--- config.mk ---
export PLATFORM = sky130hd
export DESIGN_NAME = hl_byte_loader
export DESIGN_NICKNAME = d
export VERILOG_FILES = /design/src/rtl/hl_loader_pkg.sv /design/src/rtl/hl_parity_chk.sv /design/src/rtl/hl_byte_loader.sv
export SDC_FILE = /design/constraint.sdc
export NUM_CORES = 1
export LEC_CHECK = 0
export CELL_PAD_IN_SITES_DETAIL_PLACEMENT = 0
export CELL_PAD_IN_SITES_GLOBAL_PLACEMENT = 1
export CORE_MARGIN = 4
export CORE_UTILIZATION = 34
export CTS_CLUSTER_SIZE = 25
export DETAILED_ROUTE_END_ITERATION = 10
export GPL_ROUTABILITY_DRIVEN = 0
export GPL_TIMING_DRIVEN = 0
export MAX_ROUTING_LAYER = met4
export PLACE_DENSITY = 0.87
export SKIP_CTS_REPAIR_TIMING = 1
export SLEW_MARGIN = 20
export SYNTH_ARGS = -nofsm -noshare
export SYNTH_HDL_FRONTEND = slang
export SYNTH_HIERARCHICAL = 1
export SYNTH_SLANG_ARGS = --single-unit
--- constraint.sdc ---
create_clock -name clk -period 2.2 [get_ports clk]
set_input_delay 0.33 -clock clk [delete_from_list [all_inputs] [get_ports clk]]
set_output_delay 0.33 -clock clk [all_outputs]
set_load 0.03 [all_outputs]
--- src/rtl/hl_loader_pkg.sv ---
// Shared definitions for the high/low byte loader: FSM state encoding,
// default byte width and the saturating counter helper.
package hl_loader_pkg;

  localparam int BYTE_W = 8;

  typedef enum logic [1:0] {
    S_LOW    = 2'd0,
    S_HIGH   = 2'd1,
    S_COMMIT = 2'd2,
    S_FLUSH  = 2'd3
  } hl_state_t;

  // Increment v by one, holding at max_v once reached (counter widths up to 32 bits).
  function automatic logic [31:0] sat_inc(input logic [31:0] v, input logic [31:0] max_v);
    return (v >= max_v) ? v : v + 32'd1;
  endfunction

endpackage

--- src/rtl/hl_parity_chk.sv ---
// Odd-parity checker: ok is high when data plus the parity bit hold an odd
// number of ones.
module hl_parity_chk #(
  parameter int W = 8
) (
  input  logic [W-1:0] data,
  input  logic         par,
  output logic         ok
);

  assign ok = ^{data, par};

endmodule

--- src/rtl/hl_byte_loader.sv ---
// Byte-pair loader feeding a 16-bit high/low load register. Pairs bytes
// low-then-high over a valid/ready handshake and commits each word with a
// single atomic loadh/loadl pulse; flush discards a partial word and clears
// the downstream register. Optional build macro HL_LOADER_PARITY_EN adds a
// per-byte odd-parity check that suppresses the load of a corrupted word.
module hl_byte_loader
  import hl_loader_pkg::*;
#(
  parameter int N     = 16,
  parameter int CNT_W = 8
) (
  input  logic             clk,
  input  logic             clear,
  input  logic [N/2-1:0]   in_data,
  input  logic             in_valid,
`ifdef HL_LOADER_PARITY_EN
  input  logic             in_parity,
  output logic             parity_err,
`endif
  output logic             in_ready,
  input  logic             flush,
  output logic [N/2-1:0]   inh,
  output logic [N/2-1:0]   inl,
  output logic             loadh,
  output logic             loadl,
  output logic             reg_clear,
  output logic             word_done,
  output logic [CNT_W-1:0] words_loaded
);

  localparam int BW = N / 2;
  localparam logic [31:0] CNT_MAX = 32'((64'd1 << CNT_W) - 64'd1);

  hl_state_t        state_q, state_d;
  logic [BW-1:0]    lo_q;
  logic             accept;
  logic             word_ok;
  logic             load_d;
  logic             clr_d;
  logic [BW-1:0]    inh_d, inl_d;
  logic [CNT_W-1:0] words_d;

  // Flush has priority over a pending byte, so ready drops while flush is high.
  assign in_ready = ((state_q == S_LOW) || (state_q == S_HIGH)) && !flush;
  assign accept   = in_valid && in_ready;

`ifdef HL_LOADER_PARITY_EN
  logic byte_ok;
  logic lo_ok_q;
  logic perr_d;

  hl_parity_chk #(.W(BW)) u_parity_chk (
    .data (in_data),
    .par  (in_parity),
    .ok   (byte_ok)
  );

  // A word is good only if the stored low byte and the arriving high byte both check.
  assign word_ok = lo_ok_q && byte_ok;
`else
  assign word_ok = 1'b1;
`endif

  // Next state plus next values for the registered register-side outputs.
  always_comb begin
    state_d = state_q;
    load_d  = 1'b0;
    clr_d   = 1'b0;
    inh_d   = inh;
    inl_d   = inl;
    words_d = words_loaded;
`ifdef HL_LOADER_PARITY_EN
    perr_d  = 1'b0;
`endif
    case (state_q)
      S_LOW: begin
        if (flush) begin
          state_d = S_FLUSH;
          clr_d   = 1'b1;
        end else if (accept) begin
          state_d = S_HIGH;
        end
      end
      S_HIGH: begin
        if (flush) begin
          state_d = S_FLUSH;
          clr_d   = 1'b1;
        end else if (accept) begin
          state_d = S_COMMIT;
          if (word_ok) begin
            load_d  = 1'b1;
            inh_d   = in_data;
            inl_d   = lo_q;
            words_d = CNT_W'(sat_inc(32'(words_loaded), CNT_MAX));
          end
`ifdef HL_LOADER_PARITY_EN
          else begin
            perr_d = 1'b1;
          end
`endif
        end
      end
      // The load is already on the pins this cycle; a flush here is deferred, not lost.
      S_COMMIT: begin
        if (flush) begin
          state_d = S_FLUSH;
          clr_d   = 1'b1;
        end else begin
          state_d = S_LOW;
        end
      end
      // Flush during the clear cycle is absorbed so clears never run back to back.
      S_FLUSH: state_d = S_LOW;
      default: state_d = S_LOW;
    endcase
  end

  // State and registered outputs; clear returns everything to idle without a reg_clear pulse.
  always_ff @(posedge clk) begin
    if (clear) begin
      state_q      <= S_LOW;
      loadh        <= 1'b0;
      loadl        <= 1'b0;
      word_done    <= 1'b0;
      reg_clear    <= 1'b0;
      inh          <= '0;
      inl          <= '0;
      words_loaded <= '0;
`ifdef HL_LOADER_PARITY_EN
      parity_err   <= 1'b0;
`endif
    end else begin
      state_q      <= state_d;
      loadh        <= load_d;
      loadl        <= load_d;
      word_done    <= load_d;
      reg_clear    <= clr_d;
      inh          <= inh_d;
      inl          <= inl_d;
      words_loaded <= words_d;
`ifdef HL_LOADER_PARITY_EN
      parity_err   <= perr_d;
`endif
    end
  end

  // Low-byte holding register; state alone decides whether it is meaningful.
  always_ff @(posedge clk) begin
    if ((state_q == S_LOW) && accept) begin
      lo_q <= in_data;
`ifdef HL_LOADER_PARITY_EN
      lo_ok_q <= byte_ok;
`endif
    end
  end

endmodule

; ---- Word level (Yosys, flattened, before mapping)
; Index checks and enable logic that the tools add are counted.
[classes]
mux = 8
eq_ne = 5
n_bitwise = 4
n_lt_le_gt_ge = 1
n_reduce_logical = 12
add_sub_neg = 1
[op_table]
columns = operator, n
row1 = two-way mux 2 bit, 5
row2 = adder 8 x 1 -> 8 bit (second input constant), 1
row3 = >= comparator 8 bit (second input constant), 1
row4 = one-hot mux 2 bit (4 select lines), 1
row5 = != test 3 bit (second input constant), 2
row6 = OR reduction 3 bit, 2
row7 = equality test 2 bit (second input constant), 2
row8 = inverter 1 bit, 4
row9 = AND reduction 4 bit, 1
row10 = logical AND 1 bit, 3
row11 = AND reduction 3 bit, 1
row12 = equality test 2 x 1 -> 1 bit (second input constant), 1
row13 = zero test 2 bit, 1
row14 = two-way mux 1 bit, 2
row15 = AND reduction 2 bit, 1
row16 = OR reduction 2 bit, 1
row17 = zero test 1 bit, 1
row18 = logical OR 1 bit, 1
[word_totals]
in_bits = 12
regBits = 36
out_inout_bits = 29

; ---- Depth between registers and ports, before layout
[depth]
ltp_word = 7
depth_mapped = 5
mapped_depth_nobuf = 5

; ---- Worst setup path before layout
; OpenSTA, ideal clock, no wires.
[synth_timing]
path_kind = reg2reg
startpoint = register words_loaded[0]
endpoint = register words_loaded[6]
path_buffers = 0
period_less_slack_ps = 1793
path_stages_with_launch = 6
path_slack_ps = 407
arrival_time_ps = 1723
cell_sequence = dfxtp_1 ha_1 nand3_1 or3b_4 or3_1 a21oi_1
[synth_via]
elab_chain_len = 3
elab_cells_between_ends = 4
[synth_rtl]
columns = item, line_no
row1 = start: declaration, hl_byte_loader.sv:28  ; output logic [CNT_W-1:0] words_loaded
row2 = start signal: assignment, hl_byte_loader.sv:140  ; words_loaded <= words_d;
row3 = >= comparator 8 bit, hl_loader_pkg.sv:16  ; return (v >= max_v) ? v : v + 32'd1;
row4 = inverter 1 bit (no source line), -
row5 = AND reduction 4 bit (no source line), -
; Several ways; a longest one is shown, not always the timed one.
; A chain may end at the register's enable or synchronous reset.

; ---- Final worst setup path
[layout_timing]
startpoint = input port flush
endpoint = output port in_ready
[layout_via]
elab_chain_len = 2
[layout_rtl]
columns = item, line_no
row1 = start: declaration, hl_byte_loader.sv:21  ; input logic flush,
row2 = zero test 1 bit, hl_byte_loader.sv:44  ; assign in_ready = ((state_q == S_LOW) || (state_q == S_HIGH)) && !flush;
row3 = logical AND 1 bit, hl_byte_loader.sv:44
row4 = end: declaration, hl_byte_loader.sv:20  ; output logic in_ready,
; Every way passes these cells.

==> impl_metrics.csv <==
group,metric,value,unit
setup_path,worst-setup-path-type,"in2out",
place,dp.final_hpwl,2133,um
clocking,clk_pin_slew_worst_paths,0.06,ns
sta,slew_violations,0,
finish,utilization,0.5061,
global_route,grt_max_degree,12,
hold_path,hold_path_class,"reg2reg",
clocking,numCtsBuffers,5,
global_route,overflow,0,
setup_path,cp.required,1.87,ns
die,start_util,0.3596,
die,die_x,70.69,um
place,place_ws,-0.1112,ns
setup_path,r2r-end,"words_loaded[1]",
sta,skew,0.003429,ns
power_and_ir_drop,irDropWorstVdd,0.3129,mV
logic_synthesis,syn_inst,139,
die,die_height,70.69,um
routing,drc,0,
logic_synthesis,yosysWarningCount,6,
logic_synthesis,syn_area,0.001336,sq mm
setup_path,worstSetupStartpointType,"primary input",
hold_path,hold_end,"inl[5]",
logic_synthesis,ys.flop_type,"dfxtp_1",
sta,finalSetupTns,0,ns
global_route,grt_usage,0.1253,
finish,fillCellCount,350,
clocking,cts_tree,"yes",
logic_synthesis,mappedNetlistNets,152,
sta,report.final.setup_viol,0,
finish,fin_nets,199,
routing,wl_per_cell,12.09,um
logic_synthesis,synth_area_leader_cell,"dfxtp_1",
finish,diodes,0,
routing,drtIter0Drc,49,
logic_synthesis,synth_edf_count,8,
setup_path,r2r_setup_slack,0.50,ns
routing,drtPass1Iterations,5,
logic_synthesis,yosys-top-cells-area,"dfxtp_1 42%, edfxtp_1 18%, nand2_1 9.6%",
die,placeableCoreArea,0.003716,sq mm
setup_path,worstPathArrival,1.68,ns
sta,timing.fmax,0.4965,GHz
routing,vias,1125,
logic_synthesis,avgSynthCellArea,9.614,sq um
sta,post-route-period-util,0.9155,
die,die_area,0.004997,sq mm
routing,ant_nets,0,
global_route,grt_pass1_vias,1060,
setup_path,cp_max_fo,8,
finish,drive_gt1_frac,0.08021,
run_status,status,"finished, final reports clean",
routing,drt-total-wl,2842,um
sta,finalHoldViolations,0,
logic_synthesis,yosysSeqAreaShare,0.5993,
setup_path,r2r_cells,5,
die,rows,22,
sta,worstMarginPinSlew,0.4565,ns
clocking,clock-root-buffer,"clkbuf_8",
clocking,clkLatencyLatePin,0.28,ns
logic_synthesis,synth.distinct_cells,29,
power_and_ir_drop,power_leakage,0.6616,nW
global_route,grt_pass1_wl,4698,um
sta,worst_slack,0.1858,ns
setup_path,timing.rr.start,"state_q[0]",
place,portBuffers,39,
logic_synthesis,async_reset_ff_frac,0,
logic_synthesis,synth_top_area_share,0.4195,
clocking,cts_max_level,2,
clocking,cts.sinks,36,
clocking,clk_path_buf_depth,2,
power_and_ir_drop,p_per_area,673.3,mW/mm^2
die,ios,41,
setup_path,end_kind,"output port",
global_route,antenna_found_initial,0,
sta,min_period,2.014,ns
sta,max_slew_margin,0.6957,
routing,vias_per_cell,4.787,
logic_synthesis,ys_ff_latch,36,
finish,syn_to_final_growth,40.73,%
hold_path,worstHoldStart,"inl[5]",
job,cap_viol_max_count,0,
sta,rsz0062_at_grt,"false",
hold_path,hold_depth,2,
[cell families (layout without fill, tap and decap cells)]
logic type / Yosys count / count (layout) / synth area share
xor+xnor: 5 / 5 / 0.03277
simple gates: 57 / 57 / 0.1948
flops: 36 / 36 / 0.5993
fa+ha+maj: 1 / 1 / 0.009362
buf+inv: 11 / 59 / 0.03745
mux: 2 / 2 / 0.01592
compound gates: 27 / 27 / 0.1105
[state kept, by name, indices dropped and copies added, names as in the netlist]
| name | cells |
|---|---|
| inh | 8 |
| inl | 8 |
| word_done | 1 |
| reg_clear | 1 |
| lo_q | 8 |
| state_q | 2 |
| words_loaded | 8 |
[power by group]
part           total (mW)  switching, mW  internal (mW)
Clock               0.440          0.218          0.222
Combinational       0.120         0.0657         0.0539
Sequential          0.707         0.0123          0.695
[cell type report]
| class | count | area [sq um] | share of cell area |
|---|---|---|---|
| plain buffers | 9 | 43.79 | 0.02329 |
| clock buffers | 7 | 76.32 | 0.04059 |
| clock inverters | 1 | 5.005 | 0.002661 |
| inverters | 2 | 7.507 | 0.003992 |
| multi-input cells | 92 | 491.7 | 0.2615 |
| flip-flops and latches | 36 | 800.8 | 0.4258 |
| well taps | 48 | 60.06 | 0.03194 |
| repair buffers | 40 | 395.4 | 0.2102 |
[per-layer routing]
metal,share of wire,vias to the layer above,GRT usage
li1,-,564,-
met1,0.43,514,0.1420
met2,0.46,41,0.1946
met3,0.078,6,0.04545
met4,0.026,0,0.06263
met5,0,-,-
[how the worst max path moves through the flow]
stage | start | end | slack (ns)
after CTS | flush | inl[1] | 0.18
after global placement | in_valid | lo_q[6] | -0.39
after global routing | flush | words_loaded[1] | 0.11
final | flush | in_ready | 0.19
after floorplan | words_loaded[0] | words_loaded[6] | 0.41
after detailed placement | flush | inl[1] | -0.11
[cell usage after synthesis, types with 2 or more instances]
master,count
buf_4,2
and2_1,2
nor2_1,10
edfxtp_1,8
dfxtp_1,28
clkbuf_1,5
nand2_1,34
nor2b_1,2
o211ai_1,2
inv_1,2
o21ai_0,2
a21oi_1,21
xor2_1,5
[critical path, stage by stage]
cell and delay (ns):
clkdlybuf4s50_1 0.53, nor2_1 0.14, clkdlybuf4s50_1 0.68
[cells in the final DEF (no fill, tap or decap), drive strengths merged, types with 5 or more instances in the layout]
cell type	netlist	routed
clkbuf	5	12
clkdlybuf4s50	0	39
nand2	34	34
buf	4	5
xor2	5	5
dfxtp	28	28
a21oi	21	21
edfxtp	8	8
nor2	10	10
[metrics by stage]
step	hold slack, ns	instance area [sq um]	std cells	power, mW
final	0.4532	1881	235	1.266
after global routing	0.4816	1881	235	1.323
after CTS	0.4579	1879	235	1.281
after detailed placement	0.4491	1798	227	0.8427
after global placement	0.4418	1787	226	0.8382
after floorplan	0.4289	1336	139	0.7823
Note: power is estimated with default switching activity, not from simulation.
